==> config.mk <==
export PLATFORM = sky130hd
export DESIGN_NAME = vote_tally_multi
export DESIGN_NICKNAME = d
export VERILOG_FILES = /design/src/rtl/vote_tally_multi.sv
export SDC_FILE = /design/constraint.sdc
export NUM_CORES = 1
export LEC_CHECK = 0
export ABC_CLOCK_PERIOD_IN_PS = 3020
export BUFFER_PORTS_ARGS = -buffer_cell sky130_fd_sc_hd__buf_4
export CAP_MARGIN = 20
export CORE_UTILIZATION = 41
export DETAILED_ROUTE_END_ITERATION = 8
export PLACE_DENSITY = 0.59
export SLEW_MARGIN = 15
export SYNTH_ARGS = -nofsm -noshare
export SYNTH_HDL_FRONTEND = slang
export SYNTH_SLANG_ARGS = --single-unit
==> constraint.sdc <==
create_clock -name clk -period 3.02 [get_ports clk]
set_input_delay 0.302 -clock clk [delete_from_list [all_inputs] [get_ports clk]]
set_output_delay 0.302 -clock clk [all_outputs]
set_load 0.02 [all_outputs]
==> src/rtl/vote_tally_multi.sv <==
// vote_tally_multi: multi-candidate ballot counter with one-ballot-per-press
// handshake, saturating per-candidate counters and a serial winner scan.
//
// Optional feature: define VOTE_TALLY_INVALID_CNT_EN to add the refused-ballot
// counter (invalid_cnt port + register). Default build omits both.
//
// Ports:
//   clk, rst       clock (rising edge), asynchronous active-high reset
//   open_i         start election (clears all tallies)
//   close_i        end election (starts winner scan)
//   cast, sel      ballot strobe and one-hot candidate select
//   vote_ack/rej   one-cycle pulses after a ballot is counted / refused
//   counts         packed per-candidate counters, candidate i at [i*CNT_W +: CNT_W]
//   total          number of accepted ballots
//   state          00 IDLE, 01 OPEN, 10 HOLD, 11 CLOSED
//   winner, tie    result of the scan, valid while result_valid=1
//   invalid_cnt    saturating count of malformed ballots (feature build only)
module vote_tally_multi #(
    parameter int unsigned NUM_CAND = 4,
    parameter int unsigned CNT_W    = 8
) (
    input  logic                      clk,
    input  logic                      rst,
    input  logic                      open_i,
    input  logic                      close_i,
    input  logic                      cast,
    input  logic [NUM_CAND-1:0]       sel,
    output logic                      vote_ack,
    output logic                      vote_rej,
    output logic [NUM_CAND*CNT_W-1:0] counts,
    output logic [CNT_W+3:0]          total,
    output logic [1:0]                state,
    output logic [3:0]                winner,
    output logic                      tie,
    output logic                      result_valid
`ifdef VOTE_TALLY_INVALID_CNT_EN
    ,
    output logic [CNT_W-1:0]          invalid_cnt
`endif
);

    localparam int unsigned IDX_W = (NUM_CAND > 1) ? $clog2(NUM_CAND) : 1;
    localparam int unsigned TOT_W = CNT_W + 4;
    localparam logic [CNT_W-1:0] CNT_MAX  = '1;
    localparam logic [IDX_W-1:0] LAST_IDX = IDX_W'(NUM_CAND - 1);

    typedef enum logic [1:0] {
        IDLE   = 2'b00,
        OPEN   = 2'b01,
        HOLD   = 2'b10,
        CLOSED = 2'b11
    } state_t;

    state_t           st;
    logic [CNT_W-1:0] cnt [NUM_CAND];

    // Winner-scan bookkeeping
    logic             scanning;
    logic [IDX_W-1:0] scan_idx;
    logic [CNT_W-1:0] run_max;
    logic [IDX_W-1:0] run_idx;
    logic             run_tie;

    // Ballot decode and scan-step results
    logic             sel_onehot;
    logic [IDX_W-1:0] sel_idx;
    logic             sel_full;
    logic [CNT_W-1:0] cand;
    logic [CNT_W-1:0] nxt_max;
    logic [IDX_W-1:0] nxt_idx;
    logic             nxt_tie;

    assign state = st;

    // Flatten counters onto the packed output bus
    always_comb begin
        counts = '0;
        for (int i = 0; i < NUM_CAND; i++) begin
            counts[i*CNT_W +: CNT_W] = cnt[i];
        end
    end

    // One-hot check, selected candidate, and one step of the running-max scan
    always_comb begin
        sel_onehot = (sel != '0) && ((sel & (sel - NUM_CAND'(1))) == '0);
        sel_idx    = '0;
        for (int i = 0; i < NUM_CAND; i++) begin
            if (sel[i]) sel_idx = IDX_W'(i);
        end
        sel_full = (cnt[sel_idx] == CNT_MAX);

        cand    = cnt[scan_idx];
        nxt_max = run_max;
        nxt_idx = run_idx;
        nxt_tie = run_tie;
        if (scan_idx == '0) begin
            nxt_max = cand;
            nxt_idx = '0;
            nxt_tie = 1'b0;
        end else if (cand > run_max) begin
            // strictly greater only: equal maxima keep the lower index
            nxt_max = cand;
            nxt_idx = scan_idx;
            nxt_tie = 1'b0;
        end else if (cand == run_max) begin
            nxt_tie = 1'b1;
        end
    end

    // Election FSM, tallies and registered outputs
    always_ff @(posedge clk or posedge rst) begin
        if (rst) begin
            st           <= IDLE;
            for (int i = 0; i < NUM_CAND; i++) cnt[i] <= '0;
            total        <= '0;
            vote_ack     <= 1'b0;
            vote_rej     <= 1'b0;
            winner       <= '0;
            tie          <= 1'b0;
            result_valid <= 1'b0;
            scanning     <= 1'b0;
            scan_idx     <= '0;
            run_max      <= '0;
            run_idx      <= '0;
            run_tie      <= 1'b0;
`ifdef VOTE_TALLY_INVALID_CNT_EN
            invalid_cnt  <= '0;
`endif
        end else begin
            vote_ack <= 1'b0;
            vote_rej <= 1'b0;
            case (st)
                IDLE, CLOSED: begin
                    if (open_i) begin
                        // new election: wipe tallies and any in-flight scan
                        st           <= OPEN;
                        for (int i = 0; i < NUM_CAND; i++) cnt[i] <= '0;
                        total        <= '0;
                        winner       <= '0;
                        tie          <= 1'b0;
                        result_valid <= 1'b0;
                        scanning     <= 1'b0;
                        scan_idx     <= '0;
`ifdef VOTE_TALLY_INVALID_CNT_EN
                        invalid_cnt  <= '0;
`endif
                    end else if (st == CLOSED && scanning) begin
                        run_max  <= nxt_max;
                        run_idx  <= nxt_idx;
                        run_tie  <= nxt_tie;
                        scan_idx <= scan_idx + IDX_W'(1);
                        if (scan_idx == LAST_IDX) begin
                            scanning     <= 1'b0;
                            result_valid <= 1'b1;
                            winner       <= 4'(nxt_idx);
                            tie          <= nxt_tie;
                        end
                    end
                end
                OPEN: begin
                    if (cast) begin
                        if (sel_onehot && !sel_full) begin
                            cnt[sel_idx] <= cnt[sel_idx] + CNT_W'(1);
                            total        <= total + TOT_W'(1);
                            vote_ack     <= 1'b1;
                        end else begin
                            vote_rej <= 1'b1;
`ifdef VOTE_TALLY_INVALID_CNT_EN
                            // saturated-candidate refusals are not malformed ballots
                            if (!sel_onehot && invalid_cnt != CNT_MAX) begin
                                invalid_cnt <= invalid_cnt + CNT_W'(1);
                            end
`endif
                        end
                    end
                    if (close_i) begin
                        st       <= CLOSED;
                        scanning <= 1'b1;
                        scan_idx <= '0;
                    end else if (cast) begin
                        st <= HOLD;
                    end
                end
                HOLD: begin
                    if (close_i) begin
                        st       <= CLOSED;
                        scanning <= 1'b1;
                        scan_idx <= '0;
                    end else if (!cast && sel == '0) begin
                        st <= OPEN;
                    end
                end
                default: st <= IDLE;
            endcase
        end
    end

endmodule

==> impl_metrics.yaml <==
die:
  io_pins: 63
  die_h_um: 101
  die_area_um2: 10200
  core-area_um2: 9370
  initial_core_util: 0.430
  rows: 35
  die_w_um: 101
clock_tree:
  cts_root_buf: "clkbuf_8"
  cts.sinks: 66
  insertion_delay_ps: 350
  path_clk_slew_ps: 70
  cts_buffers: 9
  cts_tree: "yes"
  clock_path_buffers: 2
  post_cts_buffers: 0
  cts_max_level: 3
global_route:
  grt_max_degree: 49
  overflow: 0
  antenna_found_initial: 0
  grt_pass1_vias: 3130
  grt_pass1_wl_um: 16700
  track_usage: 0.217
sta:
  finalSetupTns_ps: 0
  period_share: 0.933
  setup_violations: 0
  slew_headroom: 0.599
  min_period_ps: 2820
  maxSlewViolCount: 0
  tightest_slew_ps: 600
  rsz0062_at_grt: "no"
  hold_viol_final: 0
  max_freq_mhz: 355
  skew_ps: 16.6
critical_path:
  cp.required_ps: 3250
  cp-end-kind: "flip-flop"
  crit_fanout: 9
  worstPathArrival_ps: 3050
  cp-start-kind: "flip-flop"
  critPathKind: "reg2reg"
power:
  powerDensity_nw_per_um2: 699
  power.static_leakage_nw: 2.19
  vdd_drop_max_v: 0.000321
yosys:
  ys_seq_area_frac: 0.410
  yosys-top-cells-area: "dfrtp_1, a32o_1, ha_1"
  synth_edf_count: 0
  yosys.area.top_type: "dfrtp_1"
  ys_types: 64
  ys_seq_elements: 66
  synth_cells: 366
  yosysWarningCount: 0
  avgSynthCellArea_um2: 11.0
  synth_area_um2: 4030
  synth_top_area_share: 0.410
  synth_flop_cell: "dfrtp_1"
  async_flop_share: 1.00
cells_and_area:
  layout_commonest_cell: "buf_4"
  area_growth_syn_to_layout_pct: 21.1
  n_antenna_cell: 0
  drive_above_1_share: 0.297
  stdcell_count: 573
  fin_nets: 463
  final_cell_mix: "buf_4, dfrtp_1, inv_1, nand2_1, nor2_1"
  nFillCells: 856
flow_run:
  drv_cap: 0
hold_path:
  min_path_type: "in2reg"
run_status:
  status: "finished, final reports clean"
placement:
  place_congestion: 0.871
  io_buffers: 60
  dp.final_hpwl_um: 7290
  dp_cells: 555
routing:
  first_pass_iters: 5
  drc: 0
  wl_per_cell_um: 17.8
  drtIter0Drc: 153
  routed_wl_um: 10200
  via_per_inst: 5.71
  vias: 3272
  antenna_left: 0
critical path: stages (launching register included):
cell and delay [ps]:
dfrtp_1 430, buf_4 210, mux4_2 570, ha_1 340, a21oi_1 160, a21oi_1 80, o22ai_1 170, a21o_1 380
mux2_1 370
per-stage QoR:
stage	cell area, µm²	util	setup WS [ps]	power [mW]	hold WS [ps]
final	4880	0.520	203	3.41	194
after global routing	4880	0.520	42.0	3.63	185
after CTS	4850	0.517	165	3.43	185
after detailed placement	4640	0.495	185	2.65	470
after global placement	4640	0.495	187	2.65	462
after floorplan	4030	-	13.9	2.15	400
final cells by class:
class,count,area (µm²),share of cell area
well taps,129,161,0.0331
flip-flops and latches,66,1650,0.339
repair buffers,79,608,0.125
clock inverters,5,62.6,0.0128
inverters,26,97.6,0.0200
clock buffers,11,141,0.0290
multi-input cells,257,2150,0.442
cells in the mapped netlist (5+ instances only):
| master | n |
|---|---|
| xor2_1 | 5 |
| xnor2_1 | 6 |
| o31ai_1 | 9 |
| mux2i_1 | 11 |
| ha_1 | 15 |
| nand2b_1 | 5 |
| buf_4 | 5 |
| a32o_1 | 20 |
| mux4_2 | 8 |
| inv_1 | 26 |
| nand2_1 | 23 |
| mux2_1 | 8 |
| nor2_1 | 21 |
| nor2b_1 | 6 |
| clkbuf_1 | 5 |
| a21oi_1 | 9 |
| o2bb2ai_1 | 9 |
| nand3_1 | 9 |
| o21ai_1 | 18 |
| dfrtp_1 | 66 |
| buf_6 | 5 |
metal layers:
| metal | wire, µm | up-vias | track usage | part of all wire |
|---|---|---|---|---|
| li1 | - | 1530 | - | - |
| met4 | 130 | 0 | 0.0769 | 0.013 |
| met1 | 4850 | 1654 | 0.306 | 0.47 |
| met2 | 4820 | 76 | 0.332 | 0.47 |
| met3 | 417 | 12 | 0.0395 | 0.041 |
| met5 | 0 | - | 0 | 0 |
cells by family after synthesis:
group | synth area share
AOI/OAI and AO/OA | 0.234
and+or+nand+nor | 0.134
DFF | 0.410
buffers and inverters | 0.0559
muxes | 0.0945
adders and majority gates | 0.0466
xor gates and xnor gates | 0.0239
other | 0.000931
registers in the layout, indices dropped and copies added (netlist names):
signal and flops:
counts 32, run_max 8, run_tie 1, run_idx 2
vote_rej 1, result_valid 1, tie 1, scanning 1
total 12, state 2, winner 2, vote_ack 1
scan_idx 2
timing repair:
action | 4_1_cts | 5_1_grt
hold buffers | 0 | 1
endpoints found under the hold margin | 0 | 17
gates resized for setup | 0 | 0
setup endpoints to repair | 0 | 0
path summary, 6_finish.rpt:
check                                        startpoint                 endpoint  slack (ps)  cells past startpoint
worst max-delay path            scan_idx[0]$_DFFE_PP0P_   run_max[0]$_DFFE_PP0P_         200                      8
worst min-delay path                            close_i  scan_idx[1]$_DFFE_PP0P_         190                      2
worst min register to register   run_idx[0]$_DFFE_PP0P_   run_idx[0]$_DFFE_PP0P_         490                      2
max in group asynchronous                           rst   counts[29]$_DFFE_PP0P_        1840                      5
min in group asynchronous                           rst   run_max[3]$_DFFE_PP0P_         500                      3
worst max register to register  scan_idx[0]$_DFFE_PP0P_   run_max[0]$_DFFE_PP0P_         200                      8
power breakdown:
group          total [mW]  switching, mW  internal [mW]
logic                1.52          0.943          0.575
clock network       0.776          0.367          0.408
registers            1.11          0.124          0.990
(Power assumes the default switching activity.)
